[config.mk]
export PLATFORM = sky130hd
export DESIGN_NAME = mem_port_arbiter
export DESIGN_NICKNAME = d
export VERILOG_FILES = /design/src/rtl/mem_arb_pkg.sv /design/src/rtl/mem_arb_stats.sv /design/src/rtl/mem_port_arbiter.sv
export SDC_FILE = /design/constraint.sdc
export NUM_CORES = 1
export LEC_CHECK = 0
export BUFFER_PORTS_ARGS = -buffer_cell sky130_fd_sc_hd__buf_2
export CAP_MARGIN = 40
export CORE_AREA = 4 4 76 78
export DETAILED_ROUTE_END_ITERATION = 10
export DIE_AREA = 0 0 80 82
export PLACE_DENSITY = 0.84
export SYNTH_ARGS = -nofsm -noshare
export SYNTH_HDL_FRONTEND = slang
export SYNTH_SLANG_ARGS = --single-unit
export TNS_END_PERCENT = 10
[constraint.sdc]
create_clock -name clock -period 2.4 [get_ports clock]
set_input_delay 0.48 -clock clock [delete_from_list [all_inputs] [get_ports clock]]
set_output_delay 0.48 -clock clock [all_outputs]
set_load 0.01 [all_outputs]
[src/rtl/mem_arb_pkg.sv]
//------------------------------------------------------------------------------
// Module   : mem_arb_pkg
// Brief    : Shared types and constants for the unified-memory port arbiter.
// Revision : 1.0 - initial release
//------------------------------------------------------------------------------
`default_nettype none

package mem_arb_pkg;

    // Width of the read-latency down-counter (covers MEM_LAT up to 7)
    localparam int unsigned c_LAT_W = 3;

    typedef enum logic [0:0] {
        IDLE      = 1'b0,
        READ_WAIT = 1'b1
    } arb_state_t;

    typedef enum logic [1:0] {
        OWN_NONE = 2'd0,
        OWN_IF   = 2'd1,
        OWN_D    = 2'd2
    } owner_t;

endpackage

`default_nettype wire

[src/rtl/mem_arb_stats.sv]
//------------------------------------------------------------------------------
// Module   : mem_arb_stats
// Brief    : Saturating 16-bit activity counters for the memory port arbiter
//            (fetch grants, data grants, contested arbitration cycles).
//            Present only when MEM_ARB_STATS_EN is defined.
// Revision : 1.0 - initial release
//------------------------------------------------------------------------------
`default_nettype none

module mem_arb_stats (
    input  logic        clock,
    input  logic        reset,
    input  logic        inc_if,
    input  logic        inc_d,
    input  logic        inc_conflict,
    output logic [15:0] stat_if_cnt,
    output logic [15:0] stat_d_cnt,
    output logic [15:0] stat_conflict_cnt
);

    localparam logic [15:0] c_SAT = 16'hFFFF;

    logic [15:0] r_if_cnt;
    logic [15:0] r_d_cnt;
    logic [15:0] r_conflict_cnt;

    // Count events, holding each counter at all-ones once it saturates
    always_ff @(posedge clock or posedge reset) begin
        if (reset) begin
            r_if_cnt       <= '0;
            r_d_cnt        <= '0;
            r_conflict_cnt <= '0;
        end else begin
            if (inc_if && (r_if_cnt != c_SAT))
                r_if_cnt <= r_if_cnt + 16'd1;
            if (inc_d && (r_d_cnt != c_SAT))
                r_d_cnt <= r_d_cnt + 16'd1;
            if (inc_conflict && (r_conflict_cnt != c_SAT))
                r_conflict_cnt <= r_conflict_cnt + 16'd1;
        end
    end

    assign stat_if_cnt       = r_if_cnt;
    assign stat_d_cnt        = r_d_cnt;
    assign stat_conflict_cnt = r_conflict_cnt;

endmodule

`default_nettype wire

[src/rtl/mem_port_arbiter.sv]
//------------------------------------------------------------------------------
// Module   : mem_port_arbiter
// Brief    : Shares the single-ported unified memory between instruction fetch
//            and the LW/SW data path. Data has fixed priority; a starvation
//            counter lets fetch win after STARVE_MAX consecutive losses. One
//            access in flight; read data is steered by a latency counter.
//            Optional statistics counters: define MEM_ARB_STATS_EN.
// Revision : 1.0 - initial release
//------------------------------------------------------------------------------
`default_nettype none

module mem_port_arbiter
    import mem_arb_pkg::*;
#(
    parameter int unsigned ADDR_W     = 11,
    parameter int unsigned DATA_W     = 32,
    parameter int unsigned MEM_LAT    = 1,
    parameter int unsigned STARVE_MAX = 4
) (
    input  logic              clock,
    input  logic              reset,
    input  logic              if_req,
    input  logic [ADDR_W-1:0] if_addr,
    output logic              if_gnt,
    output logic              if_rvalid,
    output logic [DATA_W-1:0] if_rdata,
    input  logic              d_req,
    input  logic              d_we,
    input  logic [ADDR_W-1:0] d_addr,
    input  logic [DATA_W-1:0] d_wdata,
    output logic              d_gnt,
    output logic              d_rvalid,
    output logic [DATA_W-1:0] d_rdata,
    output logic              mem_en,
    output logic              mem_we,
    output logic [ADDR_W-1:0] mem_addr,
    output logic [DATA_W-1:0] mem_wdata,
    input  logic [DATA_W-1:0] mem_rdata
`ifdef MEM_ARB_STATS_EN
   ,output logic [15:0]       stat_if_cnt,
    output logic [15:0]       stat_d_cnt,
    output logic [15:0]       stat_conflict_cnt
`endif
);

    localparam int unsigned       c_STARVE_W   = (STARVE_MAX < 1) ? 1 : $clog2(STARVE_MAX + 1);
    localparam logic [c_LAT_W-1:0] c_LAT_INIT  = c_LAT_W'(MEM_LAT - 1);
    localparam logic [c_STARVE_W-1:0] c_STARVE_SAT = c_STARVE_W'(STARVE_MAX);

    arb_state_t              r_state;
    arb_state_t              w_state_nxt;
    logic [c_LAT_W-1:0]      r_lat_cnt;
    logic [c_LAT_W-1:0]      w_lat_cnt_nxt;
    owner_t                  r_owner;
    owner_t                  w_owner_nxt;
    logic [c_STARVE_W-1:0]   r_starve_cnt;

    logic w_read_done;
    logic w_arb_en;
    logic w_if_win;
    logic w_d_win;

    // Arbitration: the final READ_WAIT cycle also arbitrates so back-to-back
    // reads run without a bubble; reset masks every grant combinationally.
    always_comb begin
        w_read_done = (r_state == READ_WAIT) && (r_lat_cnt == '0);
        w_arb_en    = !reset && ((r_state == IDLE) || w_read_done);
        w_if_win    = w_arb_en && if_req && (!d_req || (r_starve_cnt == c_STARVE_SAT));
        w_d_win     = w_arb_en && d_req && !w_if_win;

        if_gnt    = w_if_win;
        d_gnt     = w_d_win;
        mem_en    = w_if_win || w_d_win;
        mem_we    = w_d_win && d_we;
        mem_addr  = w_if_win ? if_addr : (w_d_win ? d_addr : '0);
        mem_wdata = w_d_win ? d_wdata : '0;

        if_rvalid = w_read_done && (r_owner == OWN_IF);
        d_rvalid  = w_read_done && (r_owner == OWN_D);
        if_rdata  = mem_rdata;
        d_rdata   = mem_rdata;
    end

    // Next-state: a granted read loads the latency counter and records its owner
    always_comb begin
        w_state_nxt   = r_state;
        w_lat_cnt_nxt = r_lat_cnt;
        w_owner_nxt   = r_owner;
        if (w_if_win || (w_d_win && !d_we)) begin
            w_state_nxt   = READ_WAIT;
            w_lat_cnt_nxt = c_LAT_INIT;
            w_owner_nxt   = w_if_win ? OWN_IF : OWN_D;
        end else if (w_arb_en || w_read_done) begin
            w_state_nxt   = IDLE;
            w_lat_cnt_nxt = '0;
            w_owner_nxt   = OWN_NONE;
        end else if (r_state == READ_WAIT) begin
            w_lat_cnt_nxt = r_lat_cnt - c_LAT_W'(1);
        end
    end

    // FSM state, latency counter and owner registers
    always_ff @(posedge clock or posedge reset) begin
        if (reset) begin
            r_state   <= IDLE;
            r_lat_cnt <= '0;
            r_owner   <= OWN_NONE;
        end else begin
            r_state   <= w_state_nxt;
            r_lat_cnt <= w_lat_cnt_nxt;
            r_owner   <= w_owner_nxt;
        end
    end

    // Starvation guard: counts contested arbitrations fetch lost, cleared by any fetch grant
    always_ff @(posedge clock or posedge reset) begin
        if (reset) begin
            r_starve_cnt <= '0;
        end else if (w_if_win) begin
            r_starve_cnt <= '0;
        end else if (w_d_win && if_req && (r_starve_cnt != c_STARVE_SAT)) begin
            r_starve_cnt <= r_starve_cnt + c_STARVE_W'(1);
        end
    end

`ifdef MEM_ARB_STATS_EN
    mem_arb_stats u_stats (
        .clock             (clock),
        .reset             (reset),
        .inc_if            (w_if_win),
        .inc_d             (w_d_win),
        .inc_conflict      (w_arb_en && if_req && d_req),
        .stat_if_cnt       (stat_if_cnt),
        .stat_d_cnt        (stat_d_cnt),
        .stat_conflict_cnt (stat_conflict_cnt)
    );
`endif

endmodule

`default_nettype wire
; Word-level counts from Yosys, hierarchy flattened
; Cells that the tools add are included.
[totals]
ff_bits = 9
inputBits = 91
out_inout_bits = 113
elab_cells = 49
[classes]
addsub = 2
n_eq_ne = 4
muxes = 13
bitwise = 1
n_reduce_logical = 25
[ops]
columns = cell, n
row1 = 32-bit 2-to-1 mux, 1
row2 = 11-bit 2-to-1 mux, 2
row3 = 3-bit 2-to-1 mux, 5
row4 = 1-bit logical AND, 12
row5 = 2-bit 2-to-1 mux, 3
row6 = 1-bit logical OR, 5
row7 = 1-bit logical NOT, 4
row8 = 2-bit nonzero test, 2
row9 = 3-bit by 1-bit adder with 3-bit output (second input constant), 1
row10 = 3-bit equality test (second input constant), 1
row11 = 3-bit logical NOT, 1
row12 = 3-bit != test (second input constant), 1
row13 = 3-bit nonzero test, 1
row14 = 3-bit by 1-bit subtractor with 3-bit output (second input constant), 1
row15 = 2-bit by 1-bit equality test with 1-bit output (second input constant), 1
row16 = 2-bit equality test (second input constant), 1
row17 = 1-bit 2-to-1 mux, 2
row18 = 1-bit NOT, 1

; Depth between registers and ports, before layout
; Gate-level depths: netlist of the first run.
[logic_depth]
word_depth = 12
mapped_depth = 6
ltp_nobuf = 5

; Worst setup path after synthesis of the first run
; No wires, ideal clock.
[synth_path]
kind = flip-flop to output port
from = register r_starve_cnt[0]
to = output mem_wdata[10]
t_arrival_ns = 1.377
t_required_ns = 1.920
setup_slack_ns = 0.543
path_stages_with_launch = 7
path_buffers = 1
path_cell_list = dfrtp_1 -> inv_1 -> ha_1 -> a21boi_4 -> o221ai_4 -> buf_6 -> nor3_2
[synth_between]
elab_chain_len = 6
[synth_lines]
columns = element, line_no
row1 = "start, declared", mem_port_arbiter.sv:56  ; logic [c_STARVE_W-1:0] r_starve_cnt;
row2 = "start signal, assigned", mem_port_arbiter.sv:122  ; r_starve_cnt <= r_starve_cnt + c_STARVE_W'(1);
row3 = 3-bit equality test, mem_port_arbiter.sv:68  ; w_if_win = w_arb_en && if_req && (!d_req || (r_starve_cnt == c_STARVE_SAT));
row4 = 1-bit logical OR, mem_port_arbiter.sv:68
row5 = 1-bit logical AND, mem_port_arbiter.sv:68
row6 = 1-bit logical NOT, mem_port_arbiter.sv:69  ; w_d_win = w_arb_en && d_req && !w_if_win;
row7 = 1-bit logical AND, mem_port_arbiter.sv:69
row8 = 32-bit 2-to-1 mux, mem_port_arbiter.sv:76  ; mem_wdata = w_d_win ? d_wdata : '0;
row9 = "end, declared", mem_port_arbiter.sv:37  ; output logic [DATA_W-1:0] mem_wdata,
; Every way passes these cells.

; Worst setup path in the final report of the first run
[layout_path]
from = register r_lat_cnt[0]
to = output mem_wdata[16]
[layout_between]
elab_chain_len = 9
elab_cells_between_ends = 10
cone_classes = mux (1) / reduce/logical (9)
[layout_lines]
columns = element, line_no
row1 = "start, declared", mem_port_arbiter.sv:52  ; logic [c_LAT_W-1:0] r_lat_cnt;
row2 = "start signal, assigned", mem_port_arbiter.sv:110  ; r_lat_cnt <= w_lat_cnt_nxt;
row3 = 3-bit logical NOT (*), mem_port_arbiter.sv:66  ; w_read_done = (r_state == READ_WAIT) && (r_lat_cnt == '0);
row4 = 1-bit logical AND (*), mem_port_arbiter.sv:66
row5 = 1-bit logical OR (*), mem_port_arbiter.sv:67  ; w_arb_en = !reset && ((r_state == IDLE) || w_read_done);
row6 = 1-bit logical AND (*), mem_port_arbiter.sv:67
row7 = 1-bit logical AND (2 in a row), mem_port_arbiter.sv:68
row8 = 1-bit logical NOT, mem_port_arbiter.sv:69
row9 = 1-bit logical AND (*), mem_port_arbiter.sv:69
row10 = 32-bit 2-to-1 mux (*), mem_port_arbiter.sv:76
; Mark *: on every way between the ends. The rest lies on a longest branch, timed or not.

==> results.md, run 1 <==
* CTS Buffer Depth at 2
* Highest clock rate at 427 MHz
* Clk_lat worst skew at 0.24 ns
* Max Slew Vio Count at 0
* # diodes at 0
* # setup viols final at 0
* Initial antenna violation count at 0
* Gpl congestion at 0.825
* Seq/Total Area, Yosys at 12.8%
* Clock skew at 0.00184 ns
* Initial DRC Count at 69
* Die ar. at 0.00656 sq mm
* Overall Global Routing Usage at 13.2%
* Post-Syn Area at 0.00176 sq mm
* Startpoint Class: flop
* Worst-path fanout max at 5
* Synth top area share at 27.8%
* Vias after detailed routing at 1651
* First-pass GRT wire length at 6.88 mm
* Hpwl dp at 3.88 mm
* Total power at 1170 uW
* Leakage at 0.00117 uW
* Io pins at 204
* CP arrival at 1.86 ns
* # H-tree levels at 1
* Wire length per cell at 14.6 microns
* Via-to-Cell Ratio at 4.62
* Final ANT Viol Nets at 0
* Initial Util at 34.6%
* Max_slew headroom at 65.3%
* Worst r2r src: r_lat_cnt[0]
* Routed wire length at 5.21 mm
* Reg2reg end: r_owner[1]
* PwrDens at 551 mW/mm^2
* TritonCTS clock tree: built
* Syn-to-layout area delta at 20.6%
* Vias in the first global route at 1515
* Clock sink count at 9
* Fin util at 41.7%
* Synth Register Bits at 9
* CP endpoint kind: primary output
* Synth unique cells at 31
* Reg2Reg Setup Slack at 0.69 ns
* DR pass1 iterations at 4
* Register-to-Register Path Depth at 8
* Crit path kind: reg2out
* Share of cells above drive strength 1 at 57.8%
* Period utilization at 97.6%
* Cell taking the most area after synthesis: buf_4
* Worst Hold Class: in2async
* Commonest cells after routing, fill and taps aside: buf_2 (107), inv_1 (41), nor3_2 (32)
* Chip Width at 80 microns
* Min cycle time layout at 2.34 ns
* Buffers on Ports at 107
* Synth Net Count at 330
* Ys Warns at 0
* CTS clock-pin slew for the worst setup and hold paths at 0.05 ns
* Worst Path Required at 1.92 ns
* Largest net degree at the start of global routing at 36
* Std-Cell Rows at 26
* Synth area leaders: buf_4 (28%), nor3_2 (17%), dfrtp_1 (13%), inv_1 (9.0%), o211ai_1 (5.1%)
* Total gr overflow at 0
* Hold Vio Cnt, Final at 0
* Die span in y at 82 microns
* Most common cell after layout, fill and taps aside: buf_2
* Worst slew pin tran at 0.521 ns
* RSZ-0062 raised after global routing: yes
* Status: completed
* Core Footprint at 0.00507 sq mm
* Syn Inst Count at 235
* # DRC at 0
* Layout Nets at 383
* Maximum vdd ir drop at 0.000296 V
* Maxcap violations at 0
* Synth Area per Inst at 7.48 sq um
* Root Driver: clkbuf_8
* Num CTS Buffers at 3
[power breakdown]
part	total, uW	internal, uW	switching [uW]
registers	245	201	44.3
clock network	183	116	66.6
logic	740	342	398
[per-layer routing]
metal	vias up	wire, microns	track usage [%]	part of all wire, %
met5	-	0	0	0
met4	0	225	8.78	4.3
met3	34	465	2.52	8.9
met2	88	2560	22.5	49
met1	721	1970	14.9	38
li1	808	-	-	-
[stage by stage]
stage / setup TNS, ns / setup slack, ns / cells / hold slack, ns / area, sq um
6_report: 0 / 0.0588 / 357 / 0.200 / 2120
5_1_grt: -0.362 / -0.0265 / 357 / 0.211 / 2120
4_1_cts: 0 / 0.0396 / 347 / 0.200 / 1930
3_5_place_dp: 0 / 0.308 / 343 / 0.456 / 1890
3_3_place_gp: 0 / 0.370 / 343 / 0.451 / 1890
2_1_floorplan: 0 / 0.543 / 235 / 0.361 / 1760
[worst max-delay path, cell delays in order, from the launching register on]
cell and delay (ns):
dfrtp_1 0.38, inv_2 0.07, ha_4 0.16, and2b_2 0.23, o221ai_4 0.26, buf_6 0.18
clkbuf_16 0.15, nor3_2 0.03, buf_2 0.16
[synthesized netlist by cell type]
cell type,count
nand2b_1,3
clkinv_1,1
dfrtp_1,9
nor2_1,3
mux2i_1,2
nand3_1,11
clkbuf_1,5
xor2_1,1
o221ai_4,1
nor3_2,29
nand2_1,6
inv_1,42
o211ai_1,12
a22o_1,1
a21boi_4,1
a21boi_0,1
o21ai_2,1
buf_6,3
a21bo_2,1
o2bb2ai_1,1
o22ai_1,2
o21ai_0,4
o221ai_1,1
and2b_1,1
buf_4,65
buf_2,3
ha_1,4
nand3b_1,1
nor3_1,6
nor2b_1,2
a21oi_1,12
[registers in the layout, summed over array words and instances, names as in the netlist]
signal	cells
r_lat_cnt	3
r_owner	2
r_starve_cnt	3
r_state	1
[cell families after synthesis]
family	synth area share, %
and+or+nand+nor	25.9
AOI/OAI and AO/OA	16.0
buffers and inverters	40.8
DFF	12.8
adders and majority gates	2.85
xor gates and xnor gates	0.499
muxes	1.14
[worst max path at each step]
stage | slack (ns) | start | endpoint
after floorplan | 0.54 | r_starve_cnt[0] | mem_wdata[10]
after global placement | 0.37 | if_req | mem_wdata[1]
after detailed placement | 0.31 | r_lat_cnt[0] | mem_wdata[1]
after CTS | 0.04 | r_lat_cnt[0] | mem_wdata[1]
after global routing | -0.03 | r_lat_cnt[0] | mem_wdata[31]
final | 0.06 | r_lat_cnt[0] | mem_wdata[16]
[cell type report]
type / count / area (sq um)
flip-flops and latches: 9 / 225
well taps: 70 / 87.6
inverters: 43 / 161
fillers: 496 / 2960
clock buffers: 4 / 45.0
repair buffers: 124 / 756
multi-input cells: 107 / 843
[repair_timing]
| item | CTS | global route |
|---|---|---|
| resized for setup | 0 | 13 |
| endpoints found under the setup margin | 0 | 23 |
| buffers inserted | 0 | 6 |
| hold buffers | 0 | 0 |
No activity file was read; power rests on OpenSTA's default activity.
==> inputs of run 2 (changes only) <==
--- a/config.mk
+++ b/config.mk
@@ -5,12 +5,12 @@
 export SDC_FILE = /design/constraint.sdc
 export NUM_CORES = 1
 export LEC_CHECK = 0
-export BUFFER_PORTS_ARGS = -buffer_cell sky130_fd_sc_hd__buf_2
+export BUFFER_PORTS_ARGS = -buffer_cell sky130_fd_sc_hd__buf_4
 export CAP_MARGIN = 40
-export CORE_AREA = 4 4 76 78
+export CORE_AREA = 2 2 79 81
 export DETAILED_ROUTE_END_ITERATION = 10
-export DIE_AREA = 0 0 80 82
-export PLACE_DENSITY = 0.84
+export DIE_AREA = 0 0 81 83
+export PLACE_DENSITY = 0.75
 export SYNTH_ARGS = -nofsm -noshare
 export SYNTH_HDL_FRONTEND = slang
 export SYNTH_SLANG_ARGS = --single-unit
==> run 2 against run 1 <==
Compared with the run above:
- wire length shrank 4.2%
- non-clock buffer count fell by 4
- flip-flop and latch count unchanged
- via count fell by 1.7%
- critical path depth stayed put
- final cell count increased by 0.28%
- first-iteration DRC count down 52%
- sequential power about the same
- total power is 2.8% higher
- critical endpoint is now mem_wdata[26]
- largest cell class is now buffers
- highest routed layer unchanged
==> results.md, run 2 (synthesis gave the netlist of run 1 again) <==
* Routed wire length at 4.99 mm (-4.2%)
* Maxcap violations at 0 (unchanged)
* Worst Hold Class: in2async
* Initial DRC Count at 33 (-52%)
* Share of cells above drive strength 1 at 56.5% (-1.3 points)
* Chip Width at 81 microns (+1.3%)
* Root Driver: clkbuf_8
* CTS Buffer Depth at 2 (unchanged)
* Clock sink count at 9 (unchanged)
* # DRC at 0 (unchanged)
* Crit-path cells: inv_2, ha_4, and2b_2, o221ai_4, buf_12, clkbuf_16, nor3_2, buf_4
* Io pins at 204 (unchanged)
* WP buf/inv at 4 (unchanged)
* Clock skew at 0.00407 ns (+0.00223 ns)
* Register-to-Register Path Depth at 7 (-1)
* Commonest cells after routing, fill and taps aside: buf_4 (113), inv_1 (41), nor3_2 (29)
* Max_slew headroom at 67.4% (+2.1 points)
* Status: completed
* Die span in y at 83 microns (+1.2%)
* # H-tree levels at 1 (unchanged)
* Most common cell after layout, fill and taps aside: buf_4
* First-pass GRT wire length at 7.55 mm (+9.7%)
* Leakage at 0.00120 uW (+2.0%)
* Hold Vio Cnt, Final at 0 (unchanged)
* Total gr overflow at 0 (unchanged)
* # setup viols final at 0 (unchanged)
* Largest net degree at the start of global routing at 36 (unchanged)
* RSZ-0062 raised after global routing: no
* Die ar. at 0.00672 sq mm (+2.5%)
* Stages on the worst setup path at 8 (unchanged)
* Worst-path fanout max at 5 (unchanged)
* # fillers at 611 (+23%)
* CP endpoint kind: primary output
* Setup TNS at 0 ns (unchanged)
* Final ANT Viol Nets at 0 (unchanged)
* TritonCTS clock tree: built
* Max Slew Vio Count at 0 (unchanged)
* Initial antenna violation count at 0 (unchanged)
* # diodes at 0 (unchanged)
* Highest clock rate at 432 MHz (+1.1%)
* Largest registers: r_lat_cnt: 3 flops, r_starve_cnt: 3 flops, r_owner: 2 flops
* Initial Util at 30.2% (-4.4 points)
* Clk_lat worst skew at 0.23 ns (about the same)
* Core Footprint at 0.00582 sq mm (+15%)
* DR pass1 iterations at 4 (unchanged)
* Total power at 1200 uW (+2.8%)
* Slowest-stage cell, CP: dfrtp_1
* Min cycle time layout at 2.32 ns (-0.0251 ns)
* Worst Path Required at 1.92 ns (about the same)
* Startpoint Class: flop
* Vias in the first global route at 1606 (+6.0%)
* Via-to-Cell Ratio at 4.53 (-2.0%)
* Worst slew pin tran at 0.489 ns (-0.0320 ns)
* Maximum vdd ir drop at 0.000296 V (about the same)
* Hpwl dp at 3.76 mm (-3.1%)
* Num CTS Buffers at 3 (unchanged)
* Placed Area at 0.00216 sq mm (+14%)
* CTS clock-pin slew for the worst setup and hold paths at 0.05 ns (about the same)
* Layout Nets at 379 (-1.0%)
* Period utilization at 96.5% (-1.0 points)
* Vias after detailed routing at 1623 (-1.7%)
* Buffers on Ports at 107 (unchanged)
* Wire length per cell at 13.9 microns (-4.5%)
* Syn-to-layout area delta at 33.0%
* Largest stage delay on the critical path at 0.37 ns (about the same)
* Overall Global Routing Usage at 13.9% (+0.73 points)
* Gpl congestion at 0.743 (-9.9%)
* CP arrival at 1.84 ns (-0.02 ns)
* Post-route cell area at 0.00234 sq mm (+10%)
* CTS Hold Bufs at 0 (unchanged)
* PwrDens at 513 mW/mm^2 (-6.9%)
* Delay-heaviest family, CP: buffers and inverters
* Std-Cell Rows at 28 (+7.7%)
* Crit path kind: reg2out
[run 2: worst paths after layout]
| path | startpoint | endpoint | slack, ns |
|---|---|---|---|
| setup / recovery | r_lat_cnt[0] | mem_wdata[26] | 0.08 |
| min in group clock | r_lat_cnt[1] | r_lat_cnt[1] | 0.48 |
| max in group asynchronous | reset | r_lat_cnt[0] | 1.80 |
| hold reg to reg | r_lat_cnt[1] | r_lat_cnt[1] | 0.48 |
| hold / removal | reset | r_starve_cnt[2] | 0.20 |
| setup reg to reg | r_lat_cnt[0] | r_owner[1] | 0.81 |
[run 2: where the power goes]
group	internal [uW]	leakage (uW)	total [uW]	switching, uW
Clock	116	0.0000228	180	63.9
Sequential	201	0.000118	242	41.9
Combinational	387	0.00106	777	390
[run 2: final cells by class]
class / instances / area (sq um) / area share [%]
Clock buffer: 4 / 45.0 / 1.93
Sequential cell: 9 / 225 / 9.64
Multi-Input combinational cell: 107 / 831 / 35.5
Timing Repair Buffer: 120 / 981 / 42.0
Tap cell: 75 / 93.8 / 4.01
Inverter: 43 / 161 / 6.91
[run 2: layer usage]
metal,vias to the layer above,global-route usage [%],wire (microns)
li1,796,-,-
met1,716,15.2,1920
met2,80,24.7,2490
met3,31,2.17,389
met4,0,8.01,197
met5,-,0,0
[run 2: timing repair]
action	in CTS	in global routing
resized for setup	0	7
endpoints found under the setup margin	0	18
setup buffers	0	2
endpoints found under the hold margin	0	0
[run 2: worst register-to-register path: stages (launching register included)]
cell	delay, ns
dfrtp_1	0.37
inv_2	0.07
ha_4	0.16
and2b_2	0.23
o221ai_4	0.27
buf_12	0.17
buf_12	0.13
o22ai_1	0.07
[run 2: stage by stage]
step           hold WS, ns  utilization (%)  std cells  setup slack (ns)
2_1_floorplan        0.361                -        235             0.543
3_3_place_gp         0.454             37.1        347             0.369
3_5_place_dp         0.457             37.1        347             0.327
4_1_cts              0.209             37.8        351            0.0730
5_1_grt              0.219             40.2        358           0.00667
6_report             0.203             40.2        358            0.0839
==> inputs of run 3 (changes only) <==
--- a/config.mk
+++ b/config.mk
@@ -7,10 +7,10 @@
 export LEC_CHECK = 0
 export BUFFER_PORTS_ARGS = -buffer_cell sky130_fd_sc_hd__buf_4
 export CAP_MARGIN = 40
-export CORE_AREA = 2 2 79 81
+export CORE_UTILIZATION = 25
 export DETAILED_ROUTE_END_ITERATION = 10
-export DIE_AREA = 0 0 81 83
-export PLACE_DENSITY = 0.75
+export PLACE_DENSITY = 0.65
+export RECOVER_POWER = 25
 export SYNTH_ARGS = -nofsm -noshare
 export SYNTH_HDL_FRONTEND = slang
 export SYNTH_SLANG_ARGS = --single-unit
==> run 3 against run 2 <==
Compared with the run above:
- final cell count increased by 4.2%
- total power shrank 11%
- count of clock-buffer cells in the layout did not move
- sequential power barely moved
- sequential share of layout area rose by 0.46 points
- non-clock buffer count is 6 lower
- die area grew 9.6%
- critical path type unchanged
- largest cell class unchanged
- largest power group unchanged
- highest routed layer unchanged
==> results.md, run 3 (synthesis gave the netlist of run 1 again) <==
* Final ANT Viol Nets at 0 (unchanged)
* Commonest cells after routing, fill and taps aside: buf_4 (111), inv_1 (42), nor3_2 (29)
* Buffers on Ports at 107 (unchanged)
* Maximum vdd ir drop at 0.000241 V (-18%)
* Initial DRC Count at 39 (+18%)
* Maxcap violations at 0 (unchanged)
* Hold Vio Cnt, Final at 0 (unchanged)
* Share of cells above drive strength 1 at 54.2% (-2.4 points)
* Total gr overflow at 0 (unchanged)
* P_sw at 453 uW (-8.7%)
* CP endpoint kind: primary output
* # fillers at 718 (+18%)
* DR pass1 iterations at 4 (unchanged)
* Clk_lat worst skew at 0.23 ns (about the same)
* Sequential Area at 225 sq um (unchanged)
* Root Driver: clkbuf_8
* WP buf/inv at 3 (-1)
* Initial Util at 25.9% (-4.4 points)
* Worst Path Required at 1.92 ns (about the same)
* Layout Nets at 373 (-1.6%)
* Die span in y at 85.8 microns (+3.4%)
* Initial antenna violation count at 0 (unchanged)
* Slowest-stage cell, CP: dfrtp_1
* Overall Global Routing Usage at 11.5% (-2.4 points)
* Footprint of the multi-input gates at 818 sq um (-1.5%)
* Highest clock rate at 439 MHz (+1.8%)
* Delay-heaviest family, CP: buffers and inverters
* Num CTS Buffers at 3 (unchanged)
* Largest net degree at the start of global routing at 36 (unchanged)
* Worst Hold Class: in2async
* Startpoint Class: flop
* Switching Share at 42.4% (+1.1 points)
* Clock sink count at 9 (unchanged)
* Max Slew Vio Count at 0 (unchanged)
* Internal Power at 615 uW (-13%)
* PwrDens at 479 mW/mm^2 (-6.7%)
* Vias after detailed routing at 1631 (+0.49%)
* Routed wire length at 4.37 mm (-13%)
* Std-Cell Rows at 30 (+7.1%)
* Cell Count, Final, Fillers Out at 373 (+4.2%)
* CP arrival at 1.80 ns (-0.04 ns)
* Syn-to-layout area delta at 27.0%
* Period utilization at 94.8% (-1.7 points)
* # diodes at 0 (unchanged)
* # setup viols final at 0 (unchanged)
* Clock skew at 0.00149 ns (-0.00257 ns)
* Setup TNS at 0 ns (unchanged)
* Largest stage delay on the critical path at 0.35 ns (-0.02 ns)
* Worst slew pin tran at 0.361 ns (-0.128 ns)
* Crit path kind: reg2out
* TritonCTS clock tree: built
* # H-tree levels at 1 (unchanged)
* Most common cell after layout, fill and taps aside: buf_4
* Comb power frac at 61.4% (-3.4 points)
* CTS Hold Bufs at 0 (unchanged)
* Leakage at 0.00113 uW (-5.5%)
* Sequential fraction of design power at 22.6% (+2.4 points)
* Min cycle time layout at 2.28 ns (-0.0401 ns)
* Hpwl dp at 3.57 mm (-4.9%)
* Io pins at 204 (unchanged)
* Largest registers: r_lat_cnt: 3 flops, r_starve_cnt: 3 flops, r_owner: 2 flops
* Chip Width at 85.8 microns (+6.0%)
* # DRC at 0 (unchanged)
* Status: completed
* First-pass GRT wire length at 6.78 mm (-10%)
* Die ar. at 0.00737 sq mm (+9.6%)
* Core Footprint at 0.00679 sq mm (+17%)
* Register-to-Register Path Depth at 6 (-1)
* Via-to-Cell Ratio at 4.37 (-3.5%)
* Worst-path fanout max at 35 (+30)
* DP Cell Count at 369 (+6.3%)
* Gpl congestion at 0.731 (-1.7%)
* Max_slew headroom at 75.9% (+8.5 points)
* CTS clock-pin slew for the worst setup and hold paths at 0.04 ns (about the same)
* RSZ-0062 raised after global routing: no
* Wire length per cell at 11.7 microns (-16%)
* Clk pwr share at 15.9% (+0.9 points)
* CTS Buffer Depth at 2 (unchanged)
* Stages on the worst setup path at 7 (-1)
* Vias in the first global route at 1486 (-7.5%)
* Crit-path cells: inv_1, ha_2, and2b_2, o221ai_4, buf_12, nor3_1, buf_4
* Hold_ws at 0.215 ns (+0.0120 ns)
-- run 3: what timing repair did --
action | in CTS | in global routing
gates resized for setup | 0 | 2
buffers inserted | 0 | 0
endpoints found under the setup margin | 0 | 30
-- run 3: cell type report --
type | count | share of cell area (%)
clock buffer | 4 | 2.02
inverter | 43 | 7.24
timing repair buffer | 114 | 38.6
tap | 96 | 5.38
multi-input combinational | 107 | 36.7
sequential | 9 | 10.1
-- run 3: final timing paths --
path | slack (ns) | from | endpoint
worst min-delay path | 0.22 | reset | r_starve_cnt[2]
worst max register to register | 0.83 | r_lat_cnt[0] | r_owner[1]
min in group clock | 0.49 | r_lat_cnt[0] | r_lat_cnt[0]
max in group asynchronous | 1.60 | reset | r_lat_cnt[1]
worst max-delay path | 0.12 | r_lat_cnt[0] | mem_we
worst min register to register | 0.49 | r_lat_cnt[0] | r_lat_cnt[0]
-- run 3: power groups by stage --
stage	Sequential, uW	Clock, uW	Combinational [uW]
floorplan	234	0	520
global placement	242	0	652
detailed placement	244	0	661
CTS	242	174	664
global route	248	187	731
finish	242	170	656
-- run 3: through the flow --
stage / utilization (%) / area [sq um] / setup slack (ns) / power (uW)
finish: 32.8 / 2230 / 0.124 / 1070
global route: 32.8 / 2230 / 0.00549 / 1170
CTS: 32.9 / 2230 / 0.0589 / 1080
detailed placement: 32.2 / 2190 / 0.308 / 905
global placement: 32.2 / 2190 / 0.338 / 893
floorplan: - / 1760 / 0.543 / 754
-- run 3: metal layers --
layer	GRT usage [%]	wire (microns)	vias up	part of all wire (%)
met5	0	0	-	0
li1	-	-	784	-
met4	8.48	191	0	4.4
met3	2.89	434	26	9.9
met1	12.3	1700	726	39
met2	19.6	2040	95	47
